File: src/rtl/regfile_writeback_pkg.sv
// Shared definitions for the integer register-file writeback slice.
//   XLEN       : register / result data width
//   REG_ADDR_W : register address width
//   NUM_REGS   : number of architectural integer registers
//   wb_entry_t : one pending writeback (destination register + result)
package regfile_writeback_pkg;

  localparam int XLEN       = 32;
  localparam int REG_ADDR_W = 5;
  localparam int NUM_REGS   = 32;

  typedef struct packed {
    logic [REG_ADDR_W-1:0] rd;
    logic [XLEN-1:0]       data;
  } wb_entry_t;

endpackage

File: src/rtl/regfile_writeback_wb_queue.sv
// wb_queue: DEPTH-entry circular buffer of pending writebacks.
// Two ordered push ports (push0 is older than push1 when both fire), one pop
// port at the head. The whole entry array, a per-slot valid mask, the head
// pointer and the occupancy are exposed so the owner can forward results.
//   clk, reset     : clock, async active-low reset
//   push0_valid/_entry, push1_valid/_entry : enqueue requests (already gated)
//   pop            : dequeue head entry (caller guarantees count != 0)
//   entries        : raw storage, indexed by slot
//   valid_mask     : slot holds a live entry
//   head           : slot of the oldest entry
//   count          : occupied entries
module wb_queue
  import regfile_writeback_pkg::*;
#(
  parameter  int DEPTH = 4,
  localparam int PTR_W = $clog2(DEPTH)
) (
  input  logic             clk,
  input  logic             reset,
  input  logic             push0_valid,
  input  wb_entry_t        push0_entry,
  input  logic             push1_valid,
  input  wb_entry_t        push1_entry,
  input  logic             pop,
  output wb_entry_t        entries [DEPTH],
  output logic [DEPTH-1:0] valid_mask,
  output logic [PTR_W-1:0] head,
  output logic [PTR_W:0]   count
);

  wb_entry_t        mem_q [DEPTH];
  wb_entry_t        mem_d [DEPTH];
  logic [PTR_W-1:0] head_q, head_d;
  logic [PTR_W-1:0] tail_q, tail_d;
  logic [PTR_W:0]   count_q, count_d;
  logic [PTR_W-1:0] push1_idx;
  logic [PTR_W-1:0] offs;

  always_comb begin
    mem_d = mem_q;
    // push1 lands right behind push0 when both fire, else at the tail itself
    push1_idx = tail_q + PTR_W'(push0_valid);
    if (push0_valid) mem_d[tail_q]    = push0_entry;
    if (push1_valid) mem_d[push1_idx] = push1_entry;
    tail_d  = tail_q + PTR_W'(push0_valid) + PTR_W'(push1_valid);
    head_d  = head_q + PTR_W'(pop);
    count_d = count_q + (PTR_W+1)'(push0_valid) + (PTR_W+1)'(push1_valid)
              - (PTR_W+1)'(pop);
  end

  always_ff @(posedge clk or negedge reset) begin
    if (!reset) begin
      for (int i = 0; i < DEPTH; i++) mem_q[i] <= '0;
      head_q  <= '0;
      tail_q  <= '0;
      count_q <= '0;
    end else begin
      mem_q   <= mem_d;
      head_q  <= head_d;
      tail_q  <= tail_d;
      count_q <= count_d;
    end
  end

  // A slot is live when its distance from head is below the occupancy;
  // DEPTH is a power of two so the PTR_W-bit subtraction wraps correctly.
  always_comb begin
    valid_mask = '0;
    offs       = '0;
    for (int i = 0; i < DEPTH; i++) begin
      offs          = PTR_W'(i) - head_q;
      valid_mask[i] = ({1'b0, offs} < count_q);
    end
  end

  assign entries = mem_q;
  assign head    = head_q;
  assign count   = count_q;

endmodule

File: src/rtl/regfile_writeback.sv
// regfile_writeback: write side and read ports of the integer register file.
// Retiring load and ALU results are queued in program order (load older when
// both arrive together) and committed one per cycle into a 32 x XLEN array.
// The two decoder read ports forward from queued, uncommitted entries.
//   clk, reset                 : clock, async active-low reset
//   ld_valid/ld_rd/ld_data     : load result offered
//   alu_valid/alu_rd/alu_data  : ALU result offered
//   wb_ready                   : >= 2 free queue slots, both sources may push
//   rs1/rs2, read_data1/2      : combinational read ports with forwarding
//   commit_valid/commit_rd     : register write performed on the last edge
//   pending_cnt                : queued entries
module regfile_writeback #(
  parameter  int XLEN  = regfile_writeback_pkg::XLEN,
  parameter  int DEPTH = 4,
  localparam int PTR_W = $clog2(DEPTH)
) (
  input  logic            clk,
  input  logic            reset,
  input  logic            ld_valid,
  input  logic [4:0]      ld_rd,
  input  logic [XLEN-1:0] ld_data,
  input  logic            alu_valid,
  input  logic [4:0]      alu_rd,
  input  logic [XLEN-1:0] alu_data,
  output logic            wb_ready,
  input  logic [4:0]      rs1,
  input  logic [4:0]      rs2,
  output logic [XLEN-1:0] read_data1,
  output logic [XLEN-1:0] read_data2,
  output logic            commit_valid,
  output logic [4:0]      commit_rd,
  output logic [PTR_W:0]  pending_cnt
);

  localparam int NUM_REGS = regfile_writeback_pkg::NUM_REGS;
  typedef regfile_writeback_pkg::wb_entry_t entry_t;

  logic [XLEN-1:0]  regs_q [NUM_REGS];
  logic [XLEN-1:0]  regs_d [NUM_REGS];
  logic             commit_valid_q, commit_valid_d;
  logic [4:0]       commit_rd_q, commit_rd_d;

  entry_t           q_entries [DEPTH];
  logic [DEPTH-1:0] q_valid;
  logic [PTR_W-1:0] q_head;
  logic [PTR_W:0]   q_count;
  entry_t           ld_entry, alu_entry, head_entry;
  logic             ld_push, alu_push, pop;
  logic [PTR_W-1:0] fwd_idx;

  assign wb_ready = (q_count <= (PTR_W+1)'(DEPTH - 2));

  // Writes to x0 are architectural no-ops, so they never take a slot.
  assign ld_push   = ld_valid  && wb_ready && (ld_rd  != 5'd0);
  assign alu_push  = alu_valid && wb_ready && (alu_rd != 5'd0);
  assign ld_entry  = '{rd: ld_rd,  data: ld_data};
  assign alu_entry = '{rd: alu_rd, data: alu_data};
  assign pop       = (q_count != '0);

  wb_queue #(.DEPTH(DEPTH)) u_wb_queue (
    .clk         (clk),
    .reset       (reset),
    .push0_valid (ld_push),
    .push0_entry (ld_entry),
    .push1_valid (alu_push),
    .push1_entry (alu_entry),
    .pop         (pop),
    .entries     (q_entries),
    .valid_mask  (q_valid),
    .head        (q_head),
    .count       (q_count)
  );

  assign head_entry = q_entries[q_head];

  always_comb begin
    regs_d         = regs_q;
    commit_valid_d = pop;
    commit_rd_d    = '0;
    if (pop) begin
      commit_rd_d = head_entry.rd;
      if (head_entry.rd != 5'd0) regs_d[head_entry.rd] = head_entry.data;
    end
  end

  always_ff @(posedge clk or negedge reset) begin
    if (!reset) begin
      for (int i = 0; i < NUM_REGS; i++) regs_q[i] <= '0;
      commit_valid_q <= 1'b0;
      commit_rd_q    <= '0;
    end else begin
      regs_q         <= regs_d;
      commit_valid_q <= commit_valid_d;
      commit_rd_q    <= commit_rd_d;
    end
  end

  // Scan oldest to youngest so a later (younger) match overrides.
  always_comb begin
    read_data1 = regs_q[rs1];
    read_data2 = regs_q[rs2];
    fwd_idx    = '0;
    for (int k = 0; k < DEPTH; k++) begin
      fwd_idx = q_head + PTR_W'(k);
      if (q_valid[fwd_idx]) begin
        if (q_entries[fwd_idx].rd == rs1) read_data1 = q_entries[fwd_idx].data;
        if (q_entries[fwd_idx].rd == rs2) read_data2 = q_entries[fwd_idx].data;
      end
    end
    if (rs1 == 5'd0) read_data1 = '0;
    if (rs2 == 5'd0) read_data2 = '0;
  end

  assign commit_valid = commit_valid_q;
  assign commit_rd    = commit_rd_q;
  assign pending_cnt  = q_count;

  a_no_push_when_full : assert property (@(posedge clk) disable iff (!reset)
    !((ld_valid || alu_valid) && !wb_ready));

  a_x0_zero : assert property (@(posedge clk) disable iff (!reset)
    regs_q[0] == '0);

endmodule

File: config.mk
export PLATFORM = sky130hd
export DESIGN_NAME = regfile_writeback
export DESIGN_NICKNAME = d
export VERILOG_FILES = /design/src/rtl/regfile_writeback_pkg.sv /design/src/rtl/regfile_writeback_wb_queue.sv /design/src/rtl/regfile_writeback.sv
export SDC_FILE = /design/constraint.sdc
export NUM_CORES = 2
export LEC_CHECK = 0
export ABC_AREA = 0
export ABC_CLOCK_PERIOD_IN_PS = 8700
export BUFFER_PORTS_ARGS = -buffer_cell sky130_fd_sc_hd__buf_2
export CORE_MARGIN = 3
export CORE_UTILIZATION = 51
export CTS_BUF_LIST = sky130_fd_sc_hd__clkbuf_8 sky130_fd_sc_hd__clkbuf_16
export DETAILED_ROUTE_END_ITERATION = 7
export GPL_TIMING_DRIVEN = 1
export PLACE_DENSITY = 0.67
export SKIP_LAST_GASP = 1
export SYNTH_ARGS = -nofsm -noshare
export SYNTH_HDL_FRONTEND = slang
export SYNTH_SLANG_ARGS = --single-unit
File: constraint.sdc
create_clock -name clk -period 8.7 [get_ports clk]
set_input_delay 1.305 -clock clk [delete_from_list [all_inputs] [get_ports clk]]
set_output_delay 1.305 -clock clk [all_outputs]
set_load 0.01 [all_outputs]
==> out/results.ini <==
[run_status]
status = finished clean

[routing]
drt_iter0_drc = 6630
drt-wirelength-per-cell_um = 27.1
postRouteAntennaNets = 0
viasPerCell = 6.51
first_pass_iters = 6
totalWireLength_um = 231000
drc = 0
vias = 55467

[cts]
cts.sinks = 1185
cts_tree = done
ctsHoldBuffers = 0
post_cts_buffers = 0
clock_path_buffers = 3
clkSlewWorstSetupHoldPaths_ps = 60
htreeDepth = 4
cts_resized = 0
cts_made_buffers = 130
insertion_delay_ps = 770
cts-root-buf = clkbuf_16

[logic_synthesis]
synth-seq-cells = 1185
synth.area.top_cells = dfrtp_1 (45%), mux2i_1 (15%), o21ai_0 (9.3%), nand2_1 (7.5%), mux4_2 (5.3%)
async_flop_share_pct = 100
yosysTopAreaCell = dfrtp_1
yosysMostFrequentCell = nand2_1
syn-instance-count = 7007
synth.top_cell.area_share_pct = 44.8
ys_warn_count = 0
synth_top_family_by_area = multiplexers
synthFlopType = dfrtp_1
synthAdderAreaFrac_pct = 0.231
seq_area_frac_synth_pct = 44.8
synth_simple_gate_area_share_pct = 10.4
netlist_area_um2 = 66200
synth-compound-area-share_pct = 17.9
synth_common_cells = nand2_1 (1328), o21ai_0 (1232), dfrtp_1 (1185)
yosys.area_share.xor_xnor_pct = 0.609
syn_nets = 7106
synth_edf_count = 0
muxShareOfSynthArea_pct = 21.6
syn_avg_cell_area_um2 = 9.44
yosysUniqueCellTypes = 61

[critical_path]
cp_cell_sequence = inv_4 > ha_1 > nor3_1 > o41ai_1 > nor4_4 > buf_4 > a21oi_1 > o21ai_0 > a31oi_1 > buf_2
crit_fanout = 76
r2r_start = u_wb_queue.head[0]$_DFF_PN0_
worst-setup-path-type = reg2out
end_kind = output pin
r2r_cells = 5
cp_slowest_cell = dfrtp_4
rr_endpoint = regs_q[745]$_DFFE_PN0P_
arrival_ps = 5380
r2r_slack_ps = 4210
cp-start-kind = register
slowest_delay_ps = 1000
required_ps = 7390

[global_routing]
grt_max_degree = 169
grt_overflow = 0
grtUsageTotal_pct = 33.8
antenna_found_initial = 7
grt_pass1_vias = 53353
grt_pass1_wl_um = 345000

[placed_design]
place_congestion = 0.891
place_inst = 8289
dp_hpwl_um = 131000
io_buffers = 161

[sta]
slew_headroom_pct = 14.5
tns_ps = 0
finalHoldViolCount = 0
rsz0062_at_grt = no
drv_slew = 0
fmax_ghz = 0.150
fin_crit_sh_pct = 76.8
setup_viol = 0
max_slew.worst_pin.slew_ps = 1280
finClkSkew_ps = 33.7
period_needed_ps = 6680

[die]
die_area_um2 = 134000
core-area_um2 = 128000
die_h_um = 366
start_util_pct = 51.6
fp.dieW_um = 366
top_level_ports = 162
row_count = 131

[run]
drv_cap = 0

[finish]
syn2layout_area_growth_pct = 9.08
drive_gt1_share_pct = 11.8
fillCellCount = 11292
final_cells = 8521
nets = 6791

[min_path]
hold_class = reg2reg
min_to = regs_q[1021]$_DFFE_PN0P_
hp-start = regs_q[1021]$_DFFE_PN0P_
holdPathStages = 0

[power_and_ir_drop]
p_leak_nw = 32.6
p_per_area_nw_per_um2 = 384
ir_worst_vdd_mv = 0.303

worst max-delay path: cells and delay by family, from the launching register on:
family,cells,cell delay [ps]
AOI/OAI and AO/OA,4,1810
DFF,1,1000
and+or+nand+nor,2,200
buffers and inverters,3,1060
adders and majority gates,1,500
cells by family after synthesis:
| group | after synthesis |
|---|---|
| compound gates | 2086 |
| xor+xnor | 46 |
| fa+ha+maj | 11 |
| flops | 1185 |
| mux | 1225 |
| buf+inv | 729 |
| simple gates | 1725 |
power breakdown:
| part | internal, W | total, W | switching (W) |
|---|---|---|---|
| Combinational | 0.00421 | 0.0123 | 0.00811 |
| Clock | 0.00342 | 0.00575 | 0.00234 |
| Sequential | 0.00782 | 0.00964 | 0.00183 |
| Total | 0.0154 | 0.0277 | 0.0123 |
layout make-up:
cell class	count	area (um2)	share of cell area (%)
Tap cell	1729	2160	3.00
Antenna cell	3	7.51	0.0104
Clock inverter	69	676	0.936
Multi-Input combinational cell	5093	34000	47.1
Timing Repair Buffer	271	1860	2.58
Sequential cell	1185	29700	41.1
Inverter	11	43.8	0.0607
Clock buffer	160	3730	5.17
flip-flops by register name (all words and copies together), names as in the netlist:
name and flops:
regs_q 1024, u_wb_queue.entries 148, commit_rd 5, u_wb_queue.count 3, u_wb_queue.head 2, u_wb_queue.tail_q 2, commit_valid 1
per-layer routing:
metal	global-route usage, %	part of all wire, %
met4	18.7	6.1
met3	6.73	9.4
met2	51.2	44
met5	0	0.013
met1	45.5	40
placed cells by master (no fill, tap or decap), drive strengths merged, types with 4 or more instances in the layout:
cell type and count:
nand2 1328, o21ai 1244, dfrtp 1185, mux2i 996
buf 271, o22ai 250, nor2 226, a21oi 225
clkbuf 160, mux4 156, o211ai 126, a22oi 124
mux2 73, nor3 70, a32o 61, inv 38
nand2b 35, xnor2 34, a31oi 33, clkinv 26
bufinv 13, xor2 12, ha 9, nor3b 9
nor2b 8, and2 7, or3 7, nand3 5
and3 4, o221ai 4, or3b 4, o31a 4
nor4 4
worst max-delay path by stage:
stage                                 start              to  slack (ps)  cells past startpoint
2_1_floorplan  u_wb_queue.head[1]$_DFF_PN0_  read_data2[12]        3790                     14
3_3_place_gp                         rs1[2]  read_data1[27]        2380                     10
3_5_place_dp                         rs1[2]  read_data1[27]        2320                     10
4_1_cts        u_wb_queue.head[1]$_DFF_PN0_  read_data2[28]        2100                     10
5_1_grt        u_wb_queue.head[1]$_DFF_PN0_  read_data2[23]        1740                     10
6_report       u_wb_queue.head[1]$_DFF_PN0_  read_data2[28]        2020                     10
per-stage QoR:
step	cell area [um2]	utilization [%]	hold slack (ps)	total power, W	setup WS (ps)
finish	72200	56.3	398	0.0277	2020
CTS	72200	56.3	401	0.0275	2100
global placement	67700	52.9	384	0.0213	2380
floorplan	66200	-	442	0.0173	3790
global route	72200	56.3	413	0.0293	1740
detailed placement	67700	52.9	386	0.0217	2320
(Power assumes the default switching activity.)
